<file path="config.mk">
export PLATFORM = sky130hd
export DESIGN_NAME = sprite_blitter
export DESIGN_NICKNAME = d
export VERILOG_FILES = /design/src/rtl/sprite_pkg.sv /design/src/rtl/sprite_addr_gen.sv /design/src/rtl/sprite_blitter.sv
export SDC_FILE = /design/constraint.sdc
export NUM_CORES = 1
export LEC_CHECK = 0
export CORE_MARGIN = 2
export CORE_UTILIZATION = 25
export CTS_CLUSTER_DIAMETER = 50
export DETAILED_ROUTE_END_ITERATION = 12
export HOLD_SLACK_MARGIN = 0.06
export PLACE_DENSITY = 0.44
export REMOVE_ABC_BUFFERS = 1
export SLEW_MARGIN = 0
export SYNTH_ARGS = -nofsm -noshare
export SYNTH_HDL_FRONTEND = slang
export SYNTH_SLANG_ARGS = --single-unit
</file>
<file path="constraint.sdc">
create_clock -name vga_clk -period 13.07 [get_ports vga_clk]
set_clock_uncertainty 0.05 [all_clocks]
set_input_delay 2.614 -clock vga_clk [delete_from_list [all_inputs] [get_ports vga_clk]]
set_output_delay 2.614 -clock vga_clk [all_outputs]
set_load 0.02 [all_outputs]
</file>
<file path="src/rtl/sprite_pkg.sv">
// Shared types and helpers for the sprite blitter.
// rgb444_t carries one 4:4:4 pixel; texel_addr linearises a row/column pair.
package sprite_pkg;

   typedef struct packed {
      logic [3:0] r;
      logic [3:0] g;
      logic [3:0] b;
   } rgb444_t;

   // Cycles from DrawX/blank/bg to the registered colour output.
   localparam int PIPE_LAT = 3;

   // Visible screen size of the VGA timing this block is used with.
   localparam int H_ACT = 640;
   localparam int V_ACT = 480;

   // Row-major texel address: row * width + column.
   function automatic int unsigned texel_addr(input int unsigned row,
                                              input int unsigned col,
                                              input int unsigned w);
      return row * w + col;
   endfunction

endpackage

</file>
<file path="src/rtl/sprite_addr_gen.sv">
// Stage-1 combinational logic: hit test against the latched sprite
// rectangle, texel scaling by a power of two, optional mirroring and
// ROM address arithmetic. Mirroring inputs are tied low by the top when
// the SPRITE_BLITTER_FLIP_EN build option is not enabled.
module sprite_addr_gen
   import sprite_pkg::*;
#(
   parameter int SPR_W    = 80,
   parameter int SPR_H    = 60,
   parameter int SCALE_SH = 0,
   parameter int ADDR_W   = 13
) (
   input  logic [9:0]        i_draw_x,
   input  logic [9:0]        i_draw_y,
   input  logic [9:0]        i_pos_x,
   input  logic [9:0]        i_pos_y,
   input  logic              i_en,
   input  logic              i_blank,
   input  logic              i_flip_x,
   input  logic              i_flip_y,
   output logic              o_hit,
   output logic [ADDR_W-1:0] o_addr
);

   logic [10:0] w_lx;
   logic [10:0] w_ly;
   logic [31:0] w_col;
   logic [31:0] w_row;
   logic [31:0] w_col_f;
   logic [31:0] w_row_f;
   logic        w_in_x;
   logic        w_in_y;

   // Offsets are 11-bit unsigned: pixels left of / above the sprite wrap
   // to large values and fail the range test, so there is no wrap-around.
   assign w_lx = {1'b0, i_draw_x} - {1'b0, i_pos_x};
   assign w_ly = {1'b0, i_draw_y} - {1'b0, i_pos_y};

   assign w_in_x = 32'(w_lx) < 32'(SPR_W << SCALE_SH);
   assign w_in_y = 32'(w_ly) < 32'(SPR_H << SCALE_SH);
   assign o_hit  = i_en & i_blank & w_in_x & w_in_y;

   // Texel coordinates: each texel spans 2^SCALE_SH pixels per axis.
   assign w_col = 32'(w_lx) >> SCALE_SH;
   assign w_row = 32'(w_ly) >> SCALE_SH;

   // Mirroring only matters on hit pixels, where col/row are in range.
   assign w_col_f = i_flip_x ? (32'(SPR_W - 1) - w_col) : w_col;
   assign w_row_f = i_flip_y ? (32'(SPR_H - 1) - w_row) : w_row;

   assign o_addr = ADDR_W'(texel_addr(w_row_f, w_col_f, 32'(SPR_W)));

endmodule

</file>
<file path="src/rtl/sprite_blitter.sv">
// Three-stage sprite renderer on the VGA pixel path.
// S1 hit test + ROM address, S2 ROM read, S3 palette lookup + colour mux.
// Also counts opaque sprite pixels per frame.
// Build option: SPRITE_BLITTER_FLIP_EN adds flip_x/flip_y mirroring inputs.
module sprite_blitter
   import sprite_pkg::*;
#(
   parameter int SPR_W      = 80,
   parameter int SPR_H      = 60,
   parameter int IDX_W      = 4,
   parameter int SCALE_SH   = 0,
   parameter int ADDR_W     = 13,
   parameter int TRANSP_IDX = 0
) (
   input  logic              vga_clk,
   input  logic              reset,
   input  logic [9:0]        DrawX,
   input  logic [9:0]        DrawY,
   input  logic              blank,
   input  logic [9:0]        pos_x,
   input  logic [9:0]        pos_y,
   input  logic              spr_en,
   input  logic [3:0]        bg_red,
   input  logic [3:0]        bg_green,
   input  logic [3:0]        bg_blue,
   output logic [ADDR_W-1:0] rom_address,
   input  logic [IDX_W-1:0]  rom_q,
   output logic [IDX_W-1:0]  pal_index,
   input  logic [3:0]        pal_red,
   input  logic [3:0]        pal_green,
   input  logic [3:0]        pal_blue,
   output logic [3:0]        red,
   output logic [3:0]        green,
   output logic [3:0]        blue,
   output logic [15:0]       opaque_count,
   output logic              count_valid
`ifdef SPRITE_BLITTER_FLIP_EN
   ,
   input  logic              flip_x,
   input  logic              flip_y
`endif
);

   logic [9:0]        r_px;
   logic [9:0]        r_py;
   logic              r_en;
   logic              w_flip_x;
   logic              w_flip_y;
   logic              w_frame_start;
   logic              w_hit;
   logic [ADDR_W-1:0] w_addr;
   logic [ADDR_W-1:0] r_rom_address;
   logic              r_hit1;
   logic              r_blank1;
   rgb444_t           r_bg1;
   logic              r_hit2;
   logic              r_blank2;
   rgb444_t           r_bg2;
   logic              w_opaque;
   rgb444_t           w_pix;
   rgb444_t           r_rgb;
   logic [15:0]       r_run;
   logic [15:0]       w_run_inc;
   logic [15:0]       r_opaque_count;
   logic              r_count_valid;

   assign w_frame_start = (DrawX == 10'd0) && (DrawY == 10'd0);

   // Latch position/enable once per frame so mid-frame updates cannot tear.
   always_ff @(posedge vga_clk) begin
      if (reset) begin
         r_px <= '0;
         r_py <= '0;
         r_en <= 1'b0;
      end else if (w_frame_start) begin
         r_px <= pos_x;
         r_py <= pos_y;
         r_en <= spr_en;
      end
   end

`ifdef SPRITE_BLITTER_FLIP_EN
   logic r_flip_x;
   logic r_flip_y;

   // Mirroring flags follow the same frame latch as the position.
   always_ff @(posedge vga_clk) begin
      if (reset) begin
         r_flip_x <= 1'b0;
         r_flip_y <= 1'b0;
      end else if (w_frame_start) begin
         r_flip_x <= flip_x;
         r_flip_y <= flip_y;
      end
   end

   assign w_flip_x = r_flip_x;
   assign w_flip_y = r_flip_y;
`else
   assign w_flip_x = 1'b0;
   assign w_flip_y = 1'b0;
`endif

   sprite_addr_gen #(
      .SPR_W    (SPR_W),
      .SPR_H    (SPR_H),
      .SCALE_SH (SCALE_SH),
      .ADDR_W   (ADDR_W)
   ) u_addr_gen (
      .i_draw_x (DrawX),
      .i_draw_y (DrawY),
      .i_pos_x  (r_px),
      .i_pos_y  (r_py),
      .i_en     (r_en),
      .i_blank  (blank),
      .i_flip_x (w_flip_x),
      .i_flip_y (w_flip_y),
      .o_hit    (w_hit),
      .o_addr   (w_addr)
   );

   // S1: register ROM address (held on misses), hit, blank and background.
   always_ff @(posedge vga_clk) begin
      if (reset) begin
         r_rom_address <= '0;
         r_hit1        <= 1'b0;
         r_blank1      <= 1'b0;
         r_bg1         <= '0;
      end else begin
         if (w_hit) begin
            r_rom_address <= w_addr;
         end
         r_hit1   <= w_hit;
         r_blank1 <= blank;
         r_bg1    <= {bg_red, bg_green, bg_blue};
      end
   end

   // S2: delay side-band data while the ROM performs its read.
   always_ff @(posedge vga_clk) begin
      if (reset) begin
         r_hit2   <= 1'b0;
         r_blank2 <= 1'b0;
         r_bg2    <= '0;
      end else begin
         r_hit2   <= r_hit1;
         r_blank2 <= r_blank1;
         r_bg2    <= r_bg1;
      end
   end

   assign pal_index = rom_q;
   assign w_opaque  = r_blank2 & r_hit2 & (rom_q != IDX_W'(TRANSP_IDX));

   // S3 colour select: black outside active video, palette on opaque hits.
   always_comb begin
      w_pix = r_bg2;
      if (!r_blank2) begin
         w_pix = '0;
      end else if (w_opaque) begin
         w_pix = {pal_red, pal_green, pal_blue};
      end
   end

   // S3: register the final pixel colour.
   always_ff @(posedge vga_clk) begin
      if (reset) begin
         r_rgb <= '0;
      end else begin
         r_rgb <= w_pix;
      end
   end

   assign w_run_inc = (r_run != 16'hFFFF) ? (r_run + 16'd1) : r_run;

   // Opaque pixel counter: publish and restart at each frame latch; an
   // opaque pixel landing on that cycle belongs to the new frame.
   always_ff @(posedge vga_clk) begin
      if (reset) begin
         r_run          <= '0;
         r_opaque_count <= '0;
         r_count_valid  <= 1'b0;
      end else if (w_frame_start) begin
         r_opaque_count <= r_run;
         r_count_valid  <= 1'b1;
         r_run          <= w_opaque ? 16'd1 : 16'd0;
      end else begin
         r_count_valid <= 1'b0;
         if (w_opaque) begin
            r_run <= w_run_inc;
         end
      end
   end

   assign rom_address  = r_rom_address;
   assign red          = r_rgb.r;
   assign green        = r_rgb.g;
   assign blue         = r_rgb.b;
   assign opaque_count = r_opaque_count;
   assign count_valid  = r_count_valid;

endmodule

</file>
## Word level (Yosys, flattened, before mapping)

Cells that the tools add are included.

- Register bits: 107
- Output and inout port bits: 46
- Word-level logic and storage cells: 48

- Add/subtract/negate cells: 4
- Multiply operators: 1
- Magnitude comparators: 2
- Equality and inequality tests: 1
- Mux-type cells: 6
- Bitwise gates (word level): 6
- Reductions and logical operators: 8

Operators by type and width:

| cell | count |
|---|---|
| $mux 16 | 3 |
| $sub 10x10->11 | 2 |
| $logic_not 10->1 | 2 |
| $add 16x1->16 const B | 1 |
| $ne 16x16->1 const B | 1 |
| $add 13x11->13 | 1 |
| $mux 12 | 1 |
| $lt 11x6->1 const B | 1 |
| $lt 11x7->1 const B | 1 |
| $mul 11x3->9 const B | 1 |
| $and 1x1->1 | 5 |
| $reduce_bool 2->1 | 2 |
| $reduce_bool 4->1 | 1 |
| $mux 1 | 2 |
| $reduce_and 2->1 | 1 |
| $reduce_or 2->1 | 1 |
| $logic_and 1x1->1 | 1 |
| $not 1->1 | 1 |

## Longest topological paths before layout

- Depth in word-level cells: 4
- Gate-level depth with buffers: 20
- Mapped depth without buffers: 20

## Cells and area by module

From an unflattened synthesis, not the netlist that was laid out.

- Cell total of the unflattened synthesis: 698
- Area, all modules: 5977.0 um2

By module, submodules not included:

| module | instances | cells an instance | area each (um2) |
|---|---|---|---|
| sprite_blitter | 1 | 441 | 4022.6 |
| sprite_addr_gen | 1 | 257 | 1954.4 |

## Least setup slack after synthesis

No wires, ideal clock.

- Path type: in2reg
- Start point: input DrawY[0]
- End point: register r_rom_address[12], in the netlist rom_address[12]
- Data arrival time: 5.915 ns
- Slack: 7.025 ns
- Cell stages on the path: 19
- Buffers on the path: 0
- Cell sequence: inv_1 > ha_1 > inv_1 > fa_1 > a21oi_2 > o21bai_1 > xnor2_1 > inv_1 > ha_1 > ha_1 > a21o_1 > a21oi_1 > xnor2_1 > ha_1 > or3_1 > o211ai_1 > xnor2_1 > xnor2_1 > a211oi_2

- Cells in the longest elaborated chain, start to end: 3
- Elaborated cells on any way between the ends: 5
- Classes of those cells: add/sub: 2; mul: 1; order compare: 1; bitwise: 1

Ends and longest elaborated chain:

| item | RTL line | text |
|---|---|---|
| start: declaration | sprite_blitter.sv:18 | `input logic [9:0] DrawY,` |
| $sub 10x10->11 (*) | sprite_addr_gen.sv:37 | `assign w_ly = {1'b0, i_draw_y} - {1'b0, i_pos_y};` |
| $mul 11x3->9 or $lt 11x6->1 (tied branches) | sprite_pkg.sv:22, sprite_addr_gen.sv:40 |  |
| $add 13x11->13 or $and 1x1->1 (tied branches) | sprite_pkg.sv:22, sprite_addr_gen.sv:41 |  |
| end signal: assignment | sprite_blitter.sv:131 | `r_rom_address <= w_addr;` |
| end: declaration | sprite_blitter.sv:52 | `logic [ADDR_W-1:0] r_rom_address;` |

Mark *: on every way between the ends. The rest lies on a longest branch, timed or not.
A chain may end at the register's enable or synchronous reset.

## Worst setup path after layout

Ends and elaborated chain as after synthesis.

==> reports/summary.txt <==
dominant synthesized flop cell: dfxtp_1
# IOs: 118
Hold Buf Count CTS: 0
Inserted Clock Buffers: 9
max-capacitance violation count: 0
Critical Path End Type: register
HP Class: reg2reg
critical path launch point type: primary input
crit path DAT: 6.65 ns
global-route wire length before repair: 21.2 mm
fraction of registers with async set/reset: 0
count leader, synth: dfxtp_1
Die Wd: 151 um
Remaining DRCs: 0
Syn-to-layout area delta: 32.4%
synthesized flop and latch total: 107
status: finished clean
CP required: 13.29 ns
Worst Max-Slew Pin Slew: 0.734 ns
fin crit share: 0.492
Root Driver: clkbuf_16
dpl ws: 6.26 ns
core area: 21200 um2
final core utilization: 0.338
clock buffer depth: 2
H-tree levels: 3
Setup Buffers After CTS: 0
Iteration-0 DRC Markers: 133
critical path class: in2reg
Crit Path Max Fanout: 3
Post-DP HPWL: 10.0 mm
Final setup violation count: 0
pin count of the biggest net entering global routing: 66
share of the yosys chip area belonging to registers: 0.396
fin crit period: 6.43 ns
Final Hold Viols: 0
nets: 812
cell count after synthesis: 588
GRT overflow: 0
total power: 759 uW
vias in the first global route: 4278
reg2reg setup slack: 9.03 ns
FF-to-FF Start: r_py[0]
Clock Latency Late Sink: 0.35 ns
GP Congestion: 0.843
Antenna Nets Post-Route: 0
proportion of netlist area held by the largest area contributor: 0.396
main area contributors after synthesis: dfxtp_1 40%, mux2i_1 9.4%, ha_1 9.0%
Mapped Area: 5410 um2
CP Capture Point: rom_address[12]
DR vias: 4282
leakage: 2.55 nW
setup ws final: 6.64 ns
worst hold margin: 0.387 ns
top cell type by total area after synthesis: dfxtp_1
Max transition margin: 0.511
RSZ-0062 raised after global routing: no
Max Clk Rate: 156 MHz
Die Height: 151 um
CTS tree: done
maximum VDD drop: 0.0000498 V
max-slew violation count: 0
Post-DP Area: 6850 um2
Worst-path clk slew: 0.08 ns
number of synthesized flops with an enable pin: 0
# rows: 53
worst r2r path cells: 18
Fin Setup TNS: 0 ns
antenna cells: 0
GR Util All Layers: 0.118
CP Launch Point: DrawY[0]
Reg2Reg Capture Point: rom_address[12]
WL/cell: 13.4 um
number of distinct library cells after synthesis: 61
top cells by count, synth: 107 x dfxtp_1, 86 x nor2_1, 51 x mux2i_1
Initial Util: 0.256
drt first pass iters: 4
Non-Filler Instances: 977
Port Buf Inserts: 117
cell area after layout: 7160 um2
vias per inst: 4.38
power per cell area: 106 nW/um2
Ys Warns: 0
initial antenna violation count: 0
Die ar.: 22800 um2
Routed WL: 13.1 mm
CTS Sinks: 107
Mean Syn Cell Area: 9.20 um2
# resized after CTS: 0
cell count after placement: 961
layout cells sized above 1: 0.0556
worst max-delay path, stage by stage:
cell	delay, ns
clkdlybuf4s50_1	0.46
inv_1	0.09
ha_1	0.17
inv_1	0.06
fa_1	0.42
a21oi_2	0.19
o21bai_1	0.09
xnor2_1	0.19
inv_1	0.09
ha_1	0.34
ha_1	0.32
a21o_1	0.15
a21oi_1	0.16
xnor2_1	0.09
ha_1	0.20
or3_1	0.33
o211ai_1	0.21
xnor2_1	0.16
xnor2_1	0.10
a211oi_2	0.22
how the worst min path moves through the flow:
stage                     startpoint       end  slack [ns]  cells past startpoint
after floorplan             r_bg1[0]  r_bg2[0]        0.36                      1
after global placement      r_bg1[0]  r_bg2[0]        0.37                      1
after detailed placement    r_bg1[3]  r_bg2[3]        0.37                      1
after CTS                   r_bg1[5]  r_bg2[5]        0.39                      1
after global routing        r_bg1[1]  r_bg2[1]        0.40                      1
final                       r_bg1[3]  r_bg2[3]        0.39                      1
cell families (layout without fill, tap and decap cells):
group / Yosys count / count (layout) / synth area share
AND/OR/NAND/NOR: 212 / 212 / 0.194
flip-flops: 107 / 107 / 0.396
AO/OA/AOI/OAI: 73 / 73 / 0.0983
buffers and inverters: 63 / 177 / 0.0483
multiplexers: 53 / 53 / 0.0990
adder cells (fa/ha/maj): 43 / 43 / 0.105
XOR/XNOR: 37 / 37 / 0.0599
per-layer routing:
layer | global-route usage | up-vias | wire (um)
li1 | - | 2203 | -
met4 | 0.0402 | 0 | 246
met5 | 0 | - | 0
met2 | 0.201 | 86 | 6220
met3 | 0.0259 | 15 | 575
met1 | 0.148 | 1978 | 6060
cell usage in the layout, fill, tap and decap left out, drive strengths merged, types with 3 or more instances in the layout:
cell           netlist  routed
inv                 40      44
nor2b               30      30
a21o                 5       5
clkdlybuf4s50        0     116
nor2                87      87
nor4                 7       7
xnor2               26      26
ha                  39      39
nor3                14      14
nand3                9       9
or3                  4       4
xor2                11      11
a21boi               3       3
and4                 3       3
o21a                 6       6
o211ai               3       3
mux2i               52      52
nand4b               3       3
buf                  7       5
o21bai               3       3
nand2               44      44
fa                   4       4
dfxtp              107     107
a21oi               22      22
o21ai                9       9
clkbuf              16      10
o2111ai              4       4
where the power goes:
part	internal (mW)	total [mW]	switching (mW)
clock network	0.141	0.279	0.138
logic	0.0754	0.150	0.0744
registers	0.330	0.330	0.000844
sequential cells by signal, summed over array words and instances (netlist names):
| register | flops |
|---|---|
| r_blank1 | 1 |
| red | 4 |
| r_bg1 | 12 |
| opaque_count | 16 |
| r_px | 10 |
| r_run | 16 |
| r_hit1 | 1 |
| r_blank2 | 1 |
| r_bg2 | 12 |
| count_valid | 1 |
| r_en | 1 |
| r_py | 10 |
| green | 4 |
| rom_address | 13 |
| blue | 4 |
| r_hit2 | 1 |
final cells by class:
class                           count  area (um2)
Clock buffer                       10         239
Clock inverter                      6        67.6
Fill cell                        2165       14000
Inverter                           40         150
Multi-Input combinational cell    418        3020
Sequential cell                   107        2140
Tap cell                          275         344
Timing Repair Buffer              121        1200
(Power assumes the default switching activity.)
